==> src/rtl/mandel_pkg.sv <==
// Shared types and defaults for the Mandelbrot pixel pipeline.
package mandel_pkg;

    localparam int DEF_WORD_LENGTH = 32;
    localparam int DEF_FRAC        = 28;
    localparam int DEF_H_RES       = 640;
    localparam int DEF_V_RES       = 480;

    // Pixel coordinate width; covers resolutions up to 2047.
    localparam int CW = 11;

    // 1.0 in the default Q format.
    localparam logic [DEF_WORD_LENGTH-1:0] ONE = DEF_WORD_LENGTH'(1) << DEF_FRAC;

    typedef enum logic [1:0] {
        IDLE      = 2'd0,
        ISSUE     = 2'd1,
        WAIT_DONE = 2'd2,
        OUTPUT    = 2'd3
    } sched_state_t;

endpackage

==> src/rtl/pixel_scheduler_coord_stepper.sv <==
// Raster-order coordinate generator: x/y counters plus incrementally
// stepped complex coordinate accumulators and end-of-line/frame flags.
module coord_stepper
    import mandel_pkg::*;
#(
    parameter int WORD_LENGTH = DEF_WORD_LENGTH,
    parameter int H_RES       = DEF_H_RES,
    parameter int V_RES       = DEF_V_RES
) (
    input  logic                   clk,
    input  logic                   rst,
    input  logic                   load,
    input  logic                   advance,
    input  logic [WORD_LENGTH-1:0] re_min,
    input  logic [WORD_LENGTH-1:0] im_max,
    input  logic [WORD_LENGTH-1:0] step,
    output logic [CW-1:0]          x,
    output logic [CW-1:0]          y,
    output logic [WORD_LENGTH-1:0] re_acc,
    output logic [WORD_LENGTH-1:0] im_acc,
    output logic                   eol,
    output logic                   eof
);

    localparam logic [CW-1:0] X_LAST = CW'(H_RES - 1);
    localparam logic [CW-1:0] Y_LAST = CW'(V_RES - 1);

    logic [CW-1:0]          x_q, x_d;
    logic [CW-1:0]          y_q, y_d;
    logic [WORD_LENGTH-1:0] re_q, re_d;
    logic [WORD_LENGTH-1:0] im_q, im_d;
    logic [WORD_LENGTH-1:0] re_min_sh_q, re_min_sh_d;
    logic [WORD_LENGTH-1:0] step_sh_q, step_sh_d;

    assign eol = (x_q == X_LAST);
    assign eof = eol && (y_q == Y_LAST);

    // Next coordinates: load snapshots config, advance steps one pixel.
    // Shadowed step/re_min keep mid-frame config changes from leaking in.
    always_comb begin
        x_d         = x_q;
        y_d         = y_q;
        re_d        = re_q;
        im_d        = im_q;
        re_min_sh_d = re_min_sh_q;
        step_sh_d   = step_sh_q;
        if (load) begin
            x_d         = '0;
            y_d         = '0;
            re_d        = re_min;
            im_d        = im_max;
            re_min_sh_d = re_min;
            step_sh_d   = step;
        end else if (advance) begin
            if (eol) begin
                x_d  = '0;
                y_d  = y_q + CW'(1);
                re_d = re_min_sh_q;
                im_d = im_q - step_sh_q;
            end else begin
                x_d  = x_q + CW'(1);
                re_d = re_q + step_sh_q;
            end
        end
    end

    // Coordinate state registers.
    always_ff @(posedge clk or posedge rst) begin
        if (rst) begin
            x_q         <= '0;
            y_q         <= '0;
            re_q        <= '0;
            im_q        <= '0;
            re_min_sh_q <= '0;
            step_sh_q   <= '0;
        end else begin
            x_q         <= x_d;
            y_q         <= y_d;
            re_q        <= re_d;
            im_q        <= im_d;
            re_min_sh_q <= re_min_sh_d;
            step_sh_q   <= step_sh_d;
        end
    end

    assign x      = x_q;
    assign y      = y_q;
    assign re_acc = re_q;
    assign im_acc = im_q;

endmodule

==> src/rtl/pixel_scheduler.sv <==
// Feeds one depth_calculator pixel-by-pixel in raster order and streams
// {x, y, depth} downstream on a valid/ready interface.
module pixel_scheduler
    import mandel_pkg::*;
#(
    parameter int WORD_LENGTH = DEF_WORD_LENGTH,
    parameter int FRAC        = DEF_FRAC,
    parameter int H_RES       = DEF_H_RES,
    parameter int V_RES       = DEF_V_RES
) (
    input  logic                   sysclk,
    input  logic                   reset,
    input  logic                   frame_start,
    input  logic [WORD_LENGTH-1:0] re_min,
    input  logic [WORD_LENGTH-1:0] im_max,
    input  logic [WORD_LENGTH-1:0] step,
    output logic                   calc_start,
    output logic [10:0]            calc_x,
    output logic [10:0]            calc_y,
    output logic [WORD_LENGTH-1:0] calc_re_c,
    output logic [WORD_LENGTH-1:0] calc_im_c,
    input  logic                   calc_done,
    input  logic [10:0]            calc_depth,
    output logic                   px_valid,
    input  logic                   px_ready,
    output logic [10:0]            px_x,
    output logic [10:0]            px_y,
    output logic [10:0]            px_depth,
    output logic                   px_eol,
    output logic                   px_eof,
    output logic                   busy,
    output logic                   frame_done
);

    if (FRAC < 0 || FRAC >= WORD_LENGTH) begin : g_bad_frac
        $error("pixel_scheduler: FRAC must lie in [0, WORD_LENGTH)");
    end
    if (H_RES < 1 || H_RES > 2047 || V_RES < 1 || V_RES > 2047) begin : g_bad_res
        $error("pixel_scheduler: H_RES/V_RES must lie in 1..2047");
    end

    sched_state_t state_q;
    logic         calc_start_q;
    logic         px_valid_q;
    logic [10:0]  px_x_q, px_y_q, px_depth_q;
    logic         px_eol_q, px_eof_q;
    logic         busy_q;
    logic         frame_done_q;

    logic         load, advance;
    logic [10:0]  cur_x, cur_y;
    logic         cur_eol, cur_eof;

    // Stepper strobes: snapshot on frame acceptance, step on every
    // non-final handshake (the final one returns to IDLE untouched).
    assign load    = (state_q == IDLE) && frame_start;
    assign advance = (state_q == OUTPUT) && px_ready && !px_eof_q;

    coord_stepper #(
        .WORD_LENGTH(WORD_LENGTH),
        .H_RES      (H_RES),
        .V_RES      (V_RES)
    ) u_stepper (
        .clk    (sysclk),
        .rst    (reset),
        .load   (load),
        .advance(advance),
        .re_min (re_min),
        .im_max (im_max),
        .step   (step),
        .x      (cur_x),
        .y      (cur_y),
        .re_acc (calc_re_c),
        .im_acc (calc_im_c),
        .eol    (cur_eol),
        .eof    (cur_eof)
    );

    // Scheduler FSM; calc_start is raised on every entry into ISSUE so it
    // is high exactly for the ISSUE cycle.
    always_ff @(posedge sysclk or posedge reset) begin
        if (reset) begin
            state_q      <= IDLE;
            calc_start_q <= 1'b0;
            px_valid_q   <= 1'b0;
            px_x_q       <= '0;
            px_y_q       <= '0;
            px_depth_q   <= '0;
            px_eol_q     <= 1'b0;
            px_eof_q     <= 1'b0;
            busy_q       <= 1'b0;
            frame_done_q <= 1'b0;
        end else begin
            calc_start_q <= 1'b0;
            frame_done_q <= 1'b0;
            case (state_q)
                IDLE: begin
                    if (frame_start) begin
                        calc_start_q <= 1'b1;
                        busy_q       <= 1'b1;
                        state_q      <= ISSUE;
                    end
                end
                ISSUE: begin
                    state_q <= WAIT_DONE;
                end
                WAIT_DONE: begin
                    if (calc_done) begin
                        px_depth_q <= calc_depth;
                        px_x_q     <= cur_x;
                        px_y_q     <= cur_y;
                        px_eol_q   <= cur_eol;
                        px_eof_q   <= cur_eof;
                        px_valid_q <= 1'b1;
                        state_q    <= OUTPUT;
                    end
                end
                OUTPUT: begin
                    if (px_ready) begin
                        px_valid_q <= 1'b0;
                        if (px_eof_q) begin
                            frame_done_q <= 1'b1;
                            busy_q       <= 1'b0;
                            state_q      <= IDLE;
                        end else begin
                            calc_start_q <= 1'b1;
                            state_q      <= ISSUE;
                        end
                    end
                end
                default: state_q <= IDLE;
            endcase
        end
    end

    assign calc_start = calc_start_q;
    assign calc_x     = cur_x;
    assign calc_y     = cur_y;
    assign px_valid   = px_valid_q;
    assign px_x       = px_x_q;
    assign px_y       = px_y_q;
    assign px_depth   = px_depth_q;
    assign px_eol     = px_eol_q;
    assign px_eof     = px_eof_q;
    assign busy       = busy_q;
    assign frame_done = frame_done_q;

endmodule

==> config.mk <==
export PLATFORM = sky130hd
export DESIGN_NAME = pixel_scheduler
export DESIGN_NICKNAME = d
export VERILOG_FILES = /design/src/rtl/mandel_pkg.sv /design/src/rtl/pixel_scheduler_coord_stepper.sv /design/src/rtl/pixel_scheduler.sv
export SDC_FILE = /design/constraint.sdc
export NUM_CORES = 1
export LEC_CHECK = 0
export ABC_CLOCK_PERIOD_IN_PS = 13680
export BUFFER_PORTS_ARGS = -buffer_cell sky130_fd_sc_hd__clkbuf_2
export CAP_MARGIN = 30
export CORE_MARGIN = 2
export CORE_UTILIZATION = 55
export CTS_CLUSTER_SIZE = 8
export DETAILED_ROUTE_END_ITERATION = 16
export PLACE_DENSITY = 0.8
export SLEW_MARGIN = 20
export SYNTH_ARGS = -nofsm -noshare
export SYNTH_HDL_FRONTEND = slang
export SYNTH_SLANG_ARGS = --single-unit
==> constraint.sdc <==
create_clock -name sysclk -period 13.68 [get_ports sysclk]
set_clock_uncertainty 0.15 [all_clocks]
set_input_delay 2.052 -clock sysclk [delete_from_list [all_inputs] [get_ports sysclk]]
set_output_delay 2.052 -clock sysclk [all_outputs]
set_load 0.005 [all_outputs]
==> reports/results.ini, run 1 <==
[run_status]
status = finished clean

[die]
die_area_um2 = 21360
num_io_pins = 237
die_y_um = 146.2
start_util_pct = 55.47
core_um2 = 20040
fp.dieW_um = 146.2
rows = 52

[cts]
cts_tree = done
cts-root-buf = clkbuf_16
clk_latency_ns = 0.43
cts_setup_buffers = 0
h-tree-depth = 4
clk_path_buf_depth = 2
hold_buffers = 0
clock_sinks = 191
cts_resized = 0
cts_buffers = 17
path_clk_slew_ns = 0.07

[route]
vias_per_cell = 5.724
drt_iter0_markers = 456
drt-pass1-iter-count = 5
vias = 10000
drc = 0
wl_um = 28750
ant_nets = 0
wl_per_cell_um = 16.46

[power]
ir_worst_vdd_mv = 0.1088
p_leak_nw = 6.537
total_power_mw = 3.457
powerDensity_nw_per_um2 = 263.1

[global_routing]
grt_use_total_pct = 27.12
antenna_found_initial = 1
grt_pass1_wl_um = 47200
grt_pass1_vias = 9518
grt_max_degree = 114
gr-total-overflow = 0

[timing]
worst_pin_slew_ns = 0.8830
hold_slack_ns = 0.3213
fin_crit_sh_pct = 28.87
setup_viol = 0
clock.fmax_mhz = 253.2
fin_crit_ns = 3.949
fin_tns_setup_ns = 0
maxSlewViolCount = 0
hold_viol_final = 0
rsz0062_at_grt = no
relSlewSlack_pct = 41.14

[critical_path]
endpoint_kind = flop
cp.arrival_ns = 4.15
cp-start-kind = input port
r2r-start = u_stepper.step_sh_q[0]$_DFFE_PP0P_
critical_path_class = input port to flop
crit_path_max_fanout = 73
worstPathRequired_ns = 13.88
r2r_cells = 12
rrSetupSlack_ns = 10.20
r2r-end = u_stepper.im_acc[28]$_DFFE_PP0P_

[logic_synthesis]
synthesis.area_um2 = 11120
ys_seq_area_share_pct = 43.00
synth_top_cell_area_share_pct = 43.00
synth_top_area_cell = dfrtp_1
synth_area_leaders = dfrtp_1 (43%), nand2_1 (7.8%), ha_1 (7.5%)
synth_fp_nets = 1436
synth_top_flop_cell = dfrtp_1
synth_enable_flop_cells = 0
ys_types = 61
yosys_warnings = 0
syn_inst = 1255
postSynthAreaPerCell_um2 = 8.857
async_flop_share_pct = 100.0
ys_ff_latch = 191

[cells_and_area]
utilization_pct = 65.55
diodes = 0
final_nets = 1646
syn_to_final_growth_pct = 18.18
fillCellCount = 1700
seqCellArea_um2 = 4780
final_area_um2 = 13140
drive_gt1_share_pct = 22.27
multi_input_area_um2 = 5952

[run]
drv_cap = 0

[worst_hold_path]
hold_start = u_stepper.re_min_sh_q[29]$_DFFE_PP0P_
holdPathStages = 2
hold_path_class = flop to flop
hold_end = u_stepper.re_min_sh_q[29]$_DFFE_PP0P_

[placement]
place.gp.congestion = 0.9058
place_hpwl_um = 20760
placed_area_um2 = 12540
io_buffer_count = 236

[per-layer routing]
| metal | wire length [µm] | up-vias | global-route usage, % |
|---|---|---|---|
| met5 | 0 | - | 0 |
| met4 | 620 | 0 | 8.641 |
| met3 | 1780 | 43 | 4.719 |
| met2 | 13500 | 334 | 43.73 |
| met1 | 12850 | 4768 | 37.63 |
| li1 | - | 4855 | - |
[worst max-delay path by stage]
| stage | startpoint | endpoint | slack [ns] | depth (start not counted) |
|---|---|---|---|---|
| global route | frame_start | u_stepper.re_acc[31]$_DFFE_PP0P_ | 9.58 | 7 |
| detailed placement | frame_start | u_stepper.y[10]$_DFFE_PP0P_ | 8.77 | 8 |
| finish | frame_start | u_stepper.re_acc[31]$_DFFE_PP0P_ | 9.73 | 7 |
| CTS | frame_start | u_stepper.y[10]$_DFFE_PP0P_ | 9.20 | 8 |
| floorplan | reset | busy$_DFFE_PP0P_ | 6.28 | 1 |
| global placement | frame_start | u_stepper.y[8]$_DFFE_PP0P_ | 8.87 | 8 |
[cell usage in the layout, fill, tap and decap left out, types with 12 or more instances in the layout]
cell | netlist | final
a211oi_1 | 12 | 12
a21o_1 | 25 | 25
a21oi_1 | 111 | 111
a31oi_1 | 18 | 18
and3_1 | 23 | 23
clkbuf_16 | 0 | 17
clkbuf_2 | 0 | 236
dfrtp_1 | 191 | 191
ha_1 | 67 | 67
inv_1 | 51 | 50
mux2_2 | 33 | 33
nand2_1 | 230 | 228
nand3_1 | 23 | 23
nor2_1 | 88 | 86
nor3_1 | 13 | 13
o211ai_1 | 16 | 16
o21ai_0 | 99 | 99
o21ai_1 | 12 | 12
xnor2_1 | 38 | 38
xor2_1 | 32 | 32
[registers in the layout, summed over array words and instances (netlist names)]
register and count:
busy 1, px_x 11, u_stepper.x 11, px_eol 1, state_q 2, u_stepper.im_acc 32, calc_start 1, u_stepper.re_min_sh_q 32
u_stepper.y 11, frame_done 1, px_depth 11, px_y 11, u_stepper.step_sh_q 32, px_eof 1, px_valid 1, u_stepper.re_acc 32
[logic make-up (layout without fill, tap and decap cells)]
| kind of cell | after synthesis | in the layout | share of synthesized area (%) |
|---|---|---|---|
| and+or+nand+nor | 417 | 417 | 16.03 |
| AOI/OAI and AO/OA | 365 | 365 | 20.32 |
| DFF | 191 | 191 | 43.00 |
| buffers and inverters | 107 | 329 | 3.613 |
| xor gates and xnor gates | 70 | 70 | 5.516 |
| adders and majority gates | 69 | 69 | 7.902 |
| muxes | 36 | 36 | 3.625 |
[synthesized netlist by cell type (12+ instances only)]
cell / count
xnor2_1: 38
mux2_2: 33
a21o_1: 25
a211oi_1: 12
nor2_1: 88
nor3_1: 13
and3_1: 23
o21ai_1: 12
o21ai_0: 99
clkbuf_1: 54
nand3_1: 23
o211ai_1: 16
ha_1: 67
xor2_1: 32
a21oi_1: 111
inv_1: 51
dfrtp_1: 191
nand2_1: 230
a31oi_1: 18
[worst max-delay path: stages]
cell and delay, ns:
clkbuf_2 0.13, nand2_2 0.08, buf_4 0.59, nand3_1 0.64, a21oi_1 0.29, o21ai_0 0.11
o21ai_1 0.14
[power by group]
| part | switching (mW) | total, mW | leakage (nW) | internal [mW] |
|---|---|---|---|---|
| Combinational | 1.14 | 2.01 | 3.87 | 0.877 |
| Sequential | 0.183 | 0.962 | 2.40 | 0.779 |
| Clock | 0.220 | 0.481 | 0.272 | 0.261 |
| Total | 1.54 | 3.46 | 6.54 | 1.92 |
[per-stage QoR]
step	setup WS (ns)	std cells
after global routing	9.576	1747
after detailed placement	8.768	1715
after floorplan	6.279	1255
final	9.731	1747
after CTS	9.198	1746
after global placement	8.867	1714
[final cells by class]
cell class	count	share of cell area, %
clock buffer	19	3.448
clock inverter	12	0.8477
inverter	51	1.514
multi-input combinational	957	45.31
sequential	191	36.38
tap	270	2.572
timing repair buffer	247	9.925
Power figures use the tool's default switching activity.
==> inputs of run 2 (changes only) <==
ABC_CLOCK_PERIOD_IN_PS = 4000   (was 13680)
clock period = 4 ns   (was 13.68 ns; I/O delays follow)
==> run 2 against run 1 <==
Register-to-register slack worse by 9.6 ns. Cell count is 0.40% higher. Hold slack worse by 0.26 ns. Largest power group unchanged. Core utilization increased by 0.41 points. Sequential power grew to 3.4 times the previous value. Global-route usage is 0.90 points higher. First-iteration DRC count rose by 61%. Power rose to 3.5 times the previous value. Sequential share of layout area shrank 0.23 points. Clock-buffer cell count fell by 2. Largest cell class unchanged. Combinational power grew to 3.5 times the previous value.
==> reports/results.ini, run 2 (same netlist as run 1, synthesis figures left out) <==
[cells_and_area]
syn_to_final_growth_pct = 18.92  ; was 18.18%
final_nets = 1652  ; was 1,646
fin_cells = 1754  ; was 1,747
utilization_pct = 65.97  ; was 65.55%
multi_input_area_um2 = 5952  ; unchanged
final_cell_mix = clkbuf_2 (236), nand2_1 (228), dfrtp_1 (191)  ; unchanged
drive_gt1_share_pct = 22.64  ; was 22.27%
diodes = 0  ; unchanged
seqCellArea_um2 = 4780  ; unchanged
fillCellCount = 1703  ; was 1,700
final_common_cell = clkbuf_2  ; unchanged

[placement]
place_hpwl_um = 21930  ; was 20,760 µm
dp.cells = 1722  ; was 1,715
dp_slack_ns = 0.6120  ; was 8.768 ns
io_buffer_count = 236  ; unchanged
place.gp.congestion = 0.9338  ; was 0.9058

[global_routing]
gr-total-overflow = 0  ; unchanged
grt_pass1_vias = 9786  ; was 9,518
grt_max_degree = 112  ; was 114
grt_use_total_pct = 28.02  ; was 27.12%
antenna_found_initial = 0  ; was 1
grt_pass1_wl_um = 48740  ; was 47,200 µm

[critical_path]
max_stage_delay_ns = 0.49  ; was 0.64 ns
critical_path_class = flop to flop  ; was input port to flop
worstPathRequired_ns = 4.20  ; was 13.88 ns
crit_path_max_fanout = 6  ; was 73
endpoint_kind = flop  ; unchanged
cp.arrival_ns = 3.62  ; was 4.15 ns
cp-start-kind = flop  ; was input port
cp_slowest_cell = o311ai_1  ; was nand3_1
crit_chain = ha_1 > fa_1 > inv_1 > a21o_1 > a41o_1 > o221a_2 > o22ai_2 > o311ai_1 > nand3_1 > a21boi_1 > mux2_1 > a31oi_1  ; was clkbuf_2 > nand2_2 > buf_4 > nand3_1 > a21oi_1 > o21ai_0 > o21ai_1

[die]
die_y_um = 146.2  ; unchanged
start_util_pct = 55.47  ; unchanged
die_area_um2 = 21360  ; unchanged
fp.dieW_um = 146.2  ; unchanged
rows = 52  ; unchanged
num_io_pins = 237  ; unchanged
core_um2 = 20040  ; unchanged

[power]
powerDensity_nw_per_um2 = 905.2  ; was 263.1 nW/µm²
internal-power_mw = 6.587  ; was 1.917 mW
p_comb_share_pct = 58.4  ; was 58.3%
ir_worst_vdd_mv = 0.4720  ; was 0.1088 mV
switching_share_pct = 44.96  ; was 44.54%
pwr-share-clk_pct = 14.3  ; was 13.9%
switching_power_mw = 5.379  ; was 1.540 mW
p_leak_nw = 6.587  ; was 6.537 nW
pwr-share-seq_pct = 27.3  ; was 27.8%

[cts]
cts-root-buf = clkbuf_16  ; unchanged
clock_sinks = 191  ; unchanged
clk_path_buf_depth = 2  ; unchanged
cts_tree = done  ; unchanged
hold_buffers = 0  ; unchanged
clk_latency_ns = 0.43  ; about the same
h-tree-depth = 4  ; unchanged
cts_buffers = 17  ; unchanged
path_clk_slew_ns = 0.08  ; was 0.07 ns
cts_setup_buffers = 0  ; unchanged
cts_resized = 0  ; unchanged

[timing]
clock.fmax_mhz = 292.5
worst_pin_slew_ns = 0.6635  ; was 0.8830 ns
layout_setup_ws_ns = 0.5808  ; was 9.731 ns
setup_viol = 0  ; unchanged
rsz0062_at_grt = no  ; unchanged
fin_crit_ns = 3.419
maxSlewViolCount = 0  ; unchanged
hold_viol_final = 0  ; unchanged
fin_tns_setup_ns = 0  ; unchanged
fin_crit_sh_pct = 85.48
relSlewSlack_pct = 55.76  ; was 41.14%

[route]
drt_iter0_markers = 735  ; was 456
ant_nets = 0  ; unchanged
wl_per_cell_um = 16.74  ; was 16.46 µm
drc = 0  ; unchanged
drt-pass1-iter-count = 5  ; unchanged
wl_um = 29360  ; was 28,750 µm
vias_per_cell = 5.740  ; was 5.724
vias = 10070  ; was 10,000

[run]
drv_cap = 0  ; unchanged

[worst_hold_path]
hold_path_class = input port to asynchronous set/reset pin  ; was flop to flop

[run_status]
status = finished clean  ; unchanged

==> run 2: changes by cell type in the layout (fill, tap and decap cells not counted) <==
cell and change:
buf_12 +4, buf_16 -2, buf_4 +4, clkbuf_8 -2
clkinv_2 -3, clkinv_4 +3, clkinv_8 +1, clkinvlp_4 -2
inv_6 +1, inv_8 +3
==> run 2: power by group through the flow <==
stage                     Combinational (mW)  Sequential, mW  Clock, mW
after global routing                    7.85            3.35       1.82
final                                   6.99            3.26       1.72
after floorplan                         5.21            3.14          0
after global placement                  6.72            3.25          0
after CTS                               6.94            3.25       1.75
after detailed placement                6.90            3.29          0
==> run 2: area by class of cell <==
class / count / area share, %
well taps: 270 / 2.556
clock buffers: 17 / 3.218
multi-input cells: 957 / 45.03
repair buffers: 253 / 10.28
clock inverters: 15 / 1.287
flip-flops and latches: 191 / 36.16
inverters: 51 / 1.477
==> run 2: path summary, 6_finish.rpt <==
check	from	end	slack (ns)	cells past startpoint
max	u_stepper.step_sh_q[0]$_DFFE_PP0P_	u_stepper.im_acc[28]$_DFFE_PP0P_	0.58	12
min	reset	px_y[8]$_DFFE_PP0P_	0.06	2
max reg2reg	u_stepper.step_sh_q[0]$_DFFE_PP0P_	u_stepper.im_acc[28]$_DFFE_PP0P_	0.58	12
min reg2reg	u_stepper.re_min_sh_q[11]$_DFFE_PP0P_	u_stepper.re_min_sh_q[11]$_DFFE_PP0P_	0.32	2
max in group asynchronous	reset	u_stepper.re_min_sh_q[25]$_DFFE_PP0P_	2.84	3
min in group sysclk	im_max[12]	u_stepper.im_acc[12]$_DFFE_PP0P_	0.22	3
==> run 2: per-layer routing <==
metal  vias up  track usage [%]  part of all wire [%]
met4         0            8.932                   2.3
li1       4868                -                     -
met5         -                0                     0
met3        47            3.750                   5.9
met1      4797            39.04                    45
met2       356            45.85                    47
==> run 2: worst max-delay path: cells and delay by family (launching register included) <==
kind / cells / cell delay, ns
mux: 1 / 0.33
simple gates: 1 / 0.13
fa+ha+maj: 2 / 0.64
buf+inv: 1 / 0.07
flops: 1 / 0.42
compound gates: 7 / 1.61
==> run 2: per-stage QoR <==
stage          instance area (µm²)  total power [mW]  hold WS, ns
2_1_floorplan                11120             8.346       0.2876
3_3_place_gp                 12600             9.974       0.2980
3_5_place_dp                 12620             10.18       0.3049
4_1_cts                      13220             11.94      0.06043
5_1_grt                      13220             13.02      0.08198
6_report                     13220             11.97      0.05638
